`config.mk`:
```
export PLATFORM = sky130hd
export DESIGN_NAME = vga_ram_writer
export DESIGN_NICKNAME = d
export VERILOG_FILES = /design/src/rtl/vga_ram_writer_pkg.sv /design/src/rtl/vga_ram_writer_fifo.sv /design/src/rtl/vga_ram_writer.sv
export SDC_FILE = /design/constraint.sdc
export NUM_CORES = 1
export LEC_CHECK = 0
export CORE_ASPECT_RATIO = 0.6
export CORE_MARGIN = 2
export CORE_UTILIZATION = 40
export DETAILED_ROUTE_END_ITERATION = 12
export GPL_ROUTABILITY_DRIVEN = 0
export GPL_TIMING_DRIVEN = 0
export PLACE_DENSITY = 0.7
export SLEW_MARGIN = 20
export SYNTH_ARGS = -nofsm -noshare
export SYNTH_HDL_FRONTEND = slang
export SYNTH_SLANG_ARGS = --single-unit
export TNS_END_PERCENT = 20
```
`constraint.sdc`:
```
create_clock -name clk -period 4.1 [get_ports clk]
set_input_delay 0.82 -clock clk [delete_from_list [all_inputs] [get_ports clk]]
set_output_delay 0.82 -clock clk [all_outputs]
set_load 0.005 [all_outputs]
```
`src/rtl/vga_ram_writer_pkg.sv`:
```
// Shared definitions for the VGA framebuffer write path: RAM geometry,
// FSM state encodings and the byte-lane merge helper.
package vga_ram_writer_pkg;

    localparam int VGA_ADDR_W = 14;
    localparam int VGA_DATA_W = 16;

    typedef enum logic [1:0] {
        ST_IDLE = 2'd0,
        ST_RD   = 2'd1,
        ST_WR   = 2'd2,
        ST_CLR  = 2'd3
    } state_t;

    // Replace one 8-bit pixel lane of a RAM word (lane 0 = [7:0], lane 1 = [15:8]).
    function automatic logic [VGA_DATA_W-1:0] merge_lane(
        input logic [VGA_DATA_W-1:0] word,
        input logic                  lane,
        input logic [7:0]            pixel
    );
        logic [VGA_DATA_W-1:0] res;
        res = word;
        if (lane) res[15:8] = pixel;
        else      res[7:0]  = pixel;
        return res;
    endfunction

endpackage

```
`src/rtl/vga_ram_writer_fifo.sv`:
```
// vga_wr_fifo: synchronous FIFO for pending CPU byte writes.
// Pushes while full are dropped; full/empty derive from the registered count.
module vga_wr_fifo #(
    parameter int DEPTH = 8,
    parameter int WIDTH = 23
) (
    input  logic                     clk,
    input  logic                     rst,
    input  logic                     push,
    input  logic                     pop,
    input  logic [WIDTH-1:0]         din,
    output logic [WIDTH-1:0]         dout,
    output logic [$clog2(DEPTH):0]   count,
    output logic                     full,
    output logic                     empty
);

    localparam int PTR_W = $clog2(DEPTH);
    localparam logic [PTR_W:0] FULL_CNT = (PTR_W + 1)'(DEPTH);

    logic [WIDTH-1:0] mem [DEPTH];
    logic [PTR_W-1:0] wr_ptr;
    logic [PTR_W-1:0] rd_ptr;
    logic             push_ok;
    logic             pop_ok;

    assign full    = (count == FULL_CNT);
    assign empty   = (count == '0);
    assign push_ok = push && !full;
    assign pop_ok  = pop && !empty;
    assign dout    = mem[rd_ptr];

    // Pointer and occupancy bookkeeping.
    always_ff @(posedge clk or posedge rst) begin
        if (rst) begin
            wr_ptr <= '0;
            rd_ptr <= '0;
            count  <= '0;
        end else begin
            if (push_ok) wr_ptr <= wr_ptr + 1'b1;
            if (pop_ok)  rd_ptr <= rd_ptr + 1'b1;
            case ({push_ok, pop_ok})
                2'b10:   count <= count + 1'b1;
                2'b01:   count <= count - 1'b1;
                default: count <= count;
            endcase
        end
    end

    // Entry storage; contents need no reset because count gates visibility.
    always_ff @(posedge clk) begin
        if (push_ok) mem[wr_ptr] <= din;
    end

endmodule

```
`src/rtl/vga_ram_writer.sv`:
```
// vga_ram_writer: write-side controller for the VGA framebuffer RAM port B.
// CPU byte writes are queued, then applied as a read-modify-write of the
// 16-bit word. Optional full-screen clear is built when VGA_CLEAR_EN is defined.
module vga_ram_writer
    import vga_ram_writer_pkg::*;
#(
    parameter int FIFO_DEPTH = 8,
    parameter int ADDR_W     = VGA_ADDR_W,
    parameter int DATA_W     = VGA_DATA_W
) (
    input  logic              clk,
    input  logic              rst,
    input  logic              wr_req,
    input  logic [ADDR_W:0]   wr_addr,
    input  logic [7:0]        wr_data,
    output logic              wr_ready,
    output logic              busy,
    output logic [ADDR_W-1:0] ram_addr,
    output logic [DATA_W-1:0] ram_din,
    output logic              ram_we,
    input  logic [DATA_W-1:0] ram_dout,
    input  logic              clr_start,
    input  logic [DATA_W-1:0] clr_value,
    output logic              clr_done
);

    localparam int ENTRY_W = ADDR_W + 1 + 8;

    state_t                    state;
    logic                      lane;
    logic [7:0]                pixel;
    logic                      fifo_pop;
    logic                      fifo_full;
    logic                      fifo_empty;
    logic [ENTRY_W-1:0]        fifo_dout;
    logic [$clog2(FIFO_DEPTH):0] fifo_count;
    logic                      unused_count;

    assign unused_count = ^fifo_count;

    vga_wr_fifo #(
        .DEPTH (FIFO_DEPTH),
        .WIDTH (ENTRY_W)
    ) u_fifo (
        .clk   (clk),
        .rst   (rst),
        .push  (wr_req),
        .pop   (fifo_pop),
        .din   ({wr_addr, wr_data}),
        .dout  (fifo_dout),
        .count (fifo_count),
        .full  (fifo_full),
        .empty (fifo_empty)
    );

    assign wr_ready = !fifo_full;
    assign busy     = !fifo_empty || (state != ST_IDLE);

`ifdef VGA_CLEAR_EN
    // A clear request in IDLE wins over the pop.
    assign fifo_pop = (state == ST_IDLE) && !fifo_empty && !clr_start;
`else
    logic unused_clr;
    assign unused_clr = clr_start ^ (^clr_value);
    assign fifo_pop   = (state == ST_IDLE) && !fifo_empty;
`endif

    // Write FSM: IDLE pops and addresses the word, RD waits for read data,
    // WR merges the byte and pulses ram_we; CLR sweeps the whole RAM.
    always_ff @(posedge clk or posedge rst) begin
        if (rst) begin
            state    <= ST_IDLE;
            ram_addr <= '0;
            ram_din  <= '0;
            ram_we   <= 1'b0;
            clr_done <= 1'b0;
            lane     <= 1'b0;
            pixel    <= '0;
        end else begin
            ram_we   <= 1'b0;
            clr_done <= 1'b0;
            case (state)
                ST_IDLE: begin
`ifdef VGA_CLEAR_EN
                    if (clr_start) begin
                        ram_addr <= '0;
                        ram_din  <= clr_value;
                        ram_we   <= 1'b1;
                        state    <= ST_CLR;
                    end else
`endif
                    if (!fifo_empty) begin
                        ram_addr <= fifo_dout[ENTRY_W-1:9];
                        lane     <= fifo_dout[8];
                        pixel    <= fifo_dout[7:0];
                        state    <= ST_RD;
                    end
                end
                ST_RD: begin
                    state <= ST_WR;
                end
                ST_WR: begin
                    ram_din <= merge_lane(ram_dout, lane, pixel);
                    ram_we  <= 1'b1;
                    state   <= ST_IDLE;
                end
`ifdef VGA_CLEAR_EN
                ST_CLR: begin
                    // ram_din still holds the fill word captured at start.
                    if (ram_addr == '1) begin
                        clr_done <= 1'b1;
                        state    <= ST_IDLE;
                    end else begin
                        ram_addr <= ram_addr + 1'b1;
                        ram_we   <= 1'b1;
                    end
                end
`endif
                default: begin
                    state <= ST_IDLE;
                end
            endcase
        end
    end

endmodule

```
# Yosys cells after proc, flatten, opt, wreduce, memory -nomap -nowiden
# Memories as Yosys holds them, arrays and structs flattened. A register that Yosys moved wholly into a read port is not among the register bits.
# Index checks and enable logic that the tools add are counted.
[totals]
mem_bits_rw = 184
mem_count = 1
out_inout_bits = 34
in_bits = 59
regBits = 29
elab_cells = 37
[classes]
bitwise_logic = 1
n_reduce_logical = 11
n_mux = 8
addsub = 4
eq_ne = 6
[mem_list]
columns = ["name", "depth", "width", "read_ports", "rd_clocked_by_memory_dff", "wr", "line", "rtl"]
rows = [
  ["u_fifo.mem", 8, 23, 1, 1, 1, "vga_ram_writer_fifo.sv:21", "logic [WIDTH-1:0] mem [DEPTH];"],
]
[op_table]
columns = ["operator", "n"]
rows = [
  ["$mux 8", 2],
  ["$pmux 4 s2", 1],
  ["$add 3x1->3 const B", 2],
  ["$add 4x1->4 const B", 1],
  ["$eq 2x1->1 const B", 2],
  ["$eq 2x2->1 const B", 2],
  ["$eq 4x4->1 const B", 1],
  ["$logic_not 4->1", 1],
  ["$pmux 2 s2", 1],
  ["$reduce_bool 2->1", 2],
  ["$sub 4x1->4 const B", 1],
  ["$logic_and 1x1->1", 3],
  ["$mux 1", 3],
  ["$logic_not 1->1", 2],
  ["$logic_not 2->1", 1],
  ["$mux 2", 1],
  ["$ne 2x2->1 const B", 1],
  ["$reduce_and 2->1", 1],
  ["$logic_or 1x1->1", 1],
  ["$not 1->1", 1],
]

# Logic depth before layout (Yosys ltp)
[logic_depth]
depth_word = 6
ltp_mapped = 13
depth_no_buf = 10

# By module
# Synthesis repeated with hierarchy kept, for this count alone.
[unflattened]
hier_cells = 447
area_unflattened_um2 = 9454.1
[by_module_without_submodules]
columns = ["mod", "instances", "cells_each", "area_per_inst_um2", "seq_area_each_um2"]
rows = [
  ["vga_wr_fifo", 1, 334, 7639.8, 5775.5],
  ["vga_ram_writer", 1, 113, 1814.2, 1051.0],
]

# Worst setup path after synthesis
# OpenSTA, ideal clock, no wires.
[synth_path]
kind = "input to register"
startpoint = "in wr_req"
endpoint = "mem u_fifo.mem[0][0], enable pin"
path_stages = 3
setup_ns = 0.432
setup_slack_ns = 0.949
arrival_time_ns = 2.719
path_cell_list = "nand2_4 or2_4 nor3_1"
[synth_via]
elab_chain_cells = 3
[synth_rtl]
columns = ["element", "line", "rtl"]
rows = [
  ["start, declared", "vga_ram_writer.sv:13", "input logic wr_req,"],
  ["$logic_and 1x1->1", "vga_ram_writer_fifo.sv:29", "assign push_ok = push && !full;"],
  ["$mux 1", "vga_ram_writer_fifo.sv:52", "if (push_ok) mem[wr_ptr] <= din;"],
  ["$mux 1 (implied by the code)", "vga_ram_writer_fifo.sv:52", ""],
  ["end, declared", "vga_ram_writer_fifo.sv:21", ""],
]
# Every way passes these cells.

# Worst setup path after layout
[layout_path]
startpoint = "reg u_fifo.count[1]"
endpoint = "out wr_ready"
[layout_via]
elab_chain_cells = 2
[layout_rtl]
columns = ["element", "line", "rtl"]
rows = [
  ["start, declared", "vga_ram_writer_fifo.sv:13", "output logic [$clog2(DEPTH):0] count,"],
  ["start signal, assigned", "vga_ram_writer_fifo.sv:43", "2'b10: count <= count + 1'b1;"],
  ["start signal, assigned", "vga_ram_writer_fifo.sv:44", "2'b01: count <= count - 1'b1;"],
  ["start signal, assigned", "vga_ram_writer_fifo.sv:45", "default: count <= count;"],
  ["$eq 4x4->1", "vga_ram_writer_fifo.sv:27", "assign full = (count == FULL_CNT);"],
  ["$logic_not 1->1", "vga_ram_writer.sv:56", "assign wr_ready = !fifo_full;"],
  ["end, declared", "vga_ram_writer.sv:16", "output logic wr_ready,"],
]
# Every way passes these cells.

==> results.md <==
* Int Pwr at 5.58 mW
* Core area at 0.0229 mm²
* Final Skew at 0.00994 ns
* Worst min path class: reg -> reg
* TritonCTS clock tree: done
* Area growth from synthesis to layout at 22.7%
* FFs w/ async S/R, synth at 22.0%
* Largest net degree at the start of global routing at 53
* Die area at approximately 0.024 mm²
* Vias at 5280
* Power Density at 733 mW/mm²
* Status: finished, final reports clean
* CP Launch Type: flip-flop
* Layout cells sized above 1 at 11.4%
* Multi-input gate area at 0.00230 mm²
* Post-synth cell types at 32
* Worst setup EP type: primary output
* Row cnt at 43
* Worst-path clk slew at 0.06 ns
* WL/cell at slightly above 20 µm
* Setup Crit Path Kind: reg -> out
* Post-CTS sizing at 0
* Combinational power share at 35.5%
* Final setup violation count at 0
* Hold_ws at 0.457 ns
* CTS sink count at around 240
* Critical Path RT at 3.28 ns
* Number of global-route vias before repair at 5544
* Total power at 8.35 mW
* GRT Overall Usage at 17.1%
* Nets at 759
* First-pass GRT wire length at 31.7 mm
* Register share of total power at 40.7%
* Syn Inst Count at just under 600
* Sw Pwr at 2.77 mW
* Most used DFF post-synth: edfxtp_1
* CP Max Fanout at 8
* Final Cycle Share at a little over two thirds
* #FFs+latches synth at about 240
* Shortest period the worst path allows at 2.90 ns
* Sw Share at 33.2%
* Clock Path Buffers at 3
* 1st-pass router iterations at 5
* Worst rel slew slack at ~48%
* IO Pins at 93
* Fmax at 345 MHz
* ANT nets after route at 0
* Final hold vios at 0
* Clock power share at 23.8%
* Worst-Margin Slew at 0.781 ns
* Setup Buffers After CTS at 0
* Static Leakage at roughly 4.3 nW
* CP Data Arrival Time at 2.08 ns
* Synthesis Warnings at 0
* Port Buf Inserts at 74
* Routed wire length at 21.0 mm
* Layout fillers at 1909
* Post-Syn Nets at 648
* Max-cap violation count at 0
* Maximum VDD drop at 296 µV
* Iteration-0 DRC Markers at 464
* Mean Syn Cell Area at about 16 µm²
* H-tree depth at 1
* Pins Over Slew Limit at 0
* CTS buffer count at 23
* Gr ovfl total at 0
* Initial Utilization at a little over 40%
* Clock Latency Late Sink at about 0.51 ns
* Reg area at 0.00683 mm²
* Die Span X at ~200 µm
* Post-synth EDFFs at around 180
* Syn Std Cell Area at 0.00929 mm²
* RSZ-0062 raised after global routing: no
* Die Y at 122 µm
* Initial antenna violation count at 2
* Cts hold-fix bufs at 0
* Root buffer cell: clkbuf_16
* # DRC at 0
* Register area share after synthesis at 73.5%
* Share of the synthesized area in the top cell type at 59.5%
* Synth area leaders: edfxtp_1 60%, dfrtp_1 14%, mux2i_1 12%
* Largest area contributor in the netlist: edfxtp_1
* DP Wirelength at between 10 and 15 mm
* Vias per Instance at a little over 5
==> cells in the final DEF (no fill, tap or decap), types with 2 or more instances in the layout <==
cell type	Yosys	final
a22oi_1	46	46
buf_16	0	5
buf_2	8	8
buf_4	12	18
buf_6	3	3
clkbuf_1	9	20
clkbuf_16	0	23
clkbuf_8	0	3
clkdlybuf4s50_1	0	74
clkinv_2	0	2
dfrtp_1	52	52
edfxtp_1	184	184
ha_1	5	5
inv_1	3	2
inv_4	1	2
mux2i_1	108	108
nand2_1	71	71
nand2b_1	5	5
nand3_1	25	25
nor2_1	10	4
nor2_4	0	6
nor2b_1	3	3
nor3_2	0	2
o21ai_0	17	17
xnor2_1	5	5
xor2_1	3	3
==> area by class of cell <==
cell class | instances | share of cell area (%)
Tap cell | 315 | 3.46
Clock inverter | 5 | 0.461
Timing Repair Buffer | 86 | 8.28
Inverter | 4 | 0.176
Multi-Input combinational cell | 312 | 20.2
Clock buffer | 37 | 5.78
Buffer | 32 | 1.74
Antenna cell | 1 | 0.0220
Sequential cell | 236 | 59.9
==> worst paths after layout <==
check / start / to / slack [ns] / cells past startpoint
worst min-delay path: state[1] / state[1] / 0.46 / 1
max in group asynchronous: rst / ram_addr[1] / 2.83 / 2
worst max-delay path: u_fifo.count[1] / wr_ready / 1.20 / 3
worst min register to register: state[1] / state[1] / 0.46 / 1
worst max register to register: u_fifo.count[1] / u_fifo.count[2] / 1.37 / 13
min in group asynchronous: rst / ram_addr[10] / 0.79 / 2
==> power groups by stage <==
stage	clock network [mW]	registers, mW	logic [mW]
after floorplan	0	3.40	1.78
after global placement	0	3.42	2.74
after detailed placement	0	3.44	2.99
after CTS	2.03	3.40	3.00
after global routing	2.12	3.44	3.24
final	1.99	3.40	2.97
==> stage by stage <==
step | setup TNS, ns | cells | setup WS, ns | area, µm² | util [%]
final | 0 | 1028 | 1.20 | 11400 | 49.7
after global routing | 0 | 1027 | 1.15 | 11400 | 49.7
after CTS | 0 | 1027 | 1.18 | 11400 | 49.7
after detailed placement | 0 | 985 | 1.02 | 10700 | 46.6
after global placement | -47.09 | 973 | -1.10 | 10400 | 45.5
after floorplan | 0 | 584 | 0.949 | 9290 | -
==> registers in the layout (all words and copies together), names as in the netlist, 2 cells and up <==
register and cells:
state 2, ram_din 16, u_fifo.count 4, pixel 8, u_fifo.mem 184, ram_addr 14
u_fifo.wr_ptr 3, u_fifo.rd_ptr 3
==> logic make-up after synthesis <==
| group | share of synthesized area (%) |
|---|---|
| adder cells (fa/ha/maj) | 0.674 |
| AO/OA/AOI/OAI | 4.85 |
| XOR/XNOR | 0.755 |
| other | 0.0404 |
| buffers and inverters | 2.32 |
| AND/OR/NAND/NOR | 5.92 |
| flip-flops | 73.5 |
| multiplexers | 11.9 |
==> worst max-delay path, stage by stage, from the launching register on <==
cell             delay (ns)
dfrtp_1                0.37
buf_6                  0.13
or4b_4                 0.57
clkdlybuf4s50_1        0.50
==> Yosys cell counts, types with 2 or more instances <==
library cell,instances
buf_2,8
buf_6,3
edfxtp_1,184
xor2_1,3
o21ai_0,17
a22oi_1,46
xnor2_1,5
nor2b_1,3
inv_1,3
nand3_1,25
nand2_1,71
ha_1,5
dfrtp_1,52
mux2i_1,108
clkbuf_1,9
nor2_1,10
nand2b_1,5
buf_4,12
nor3_1,2
==> layer usage <==
layer  GRT usage [%]  vias to the layer above  wire, µm
met4            4.40                        2       381
met5               0                        -        16
met3            3.64                       32      1340
li1                -                     2431         -
met1            23.0                     2641      9190
met2            28.7                      174     10100
No activity file was read; power rests on OpenSTA's default activity.
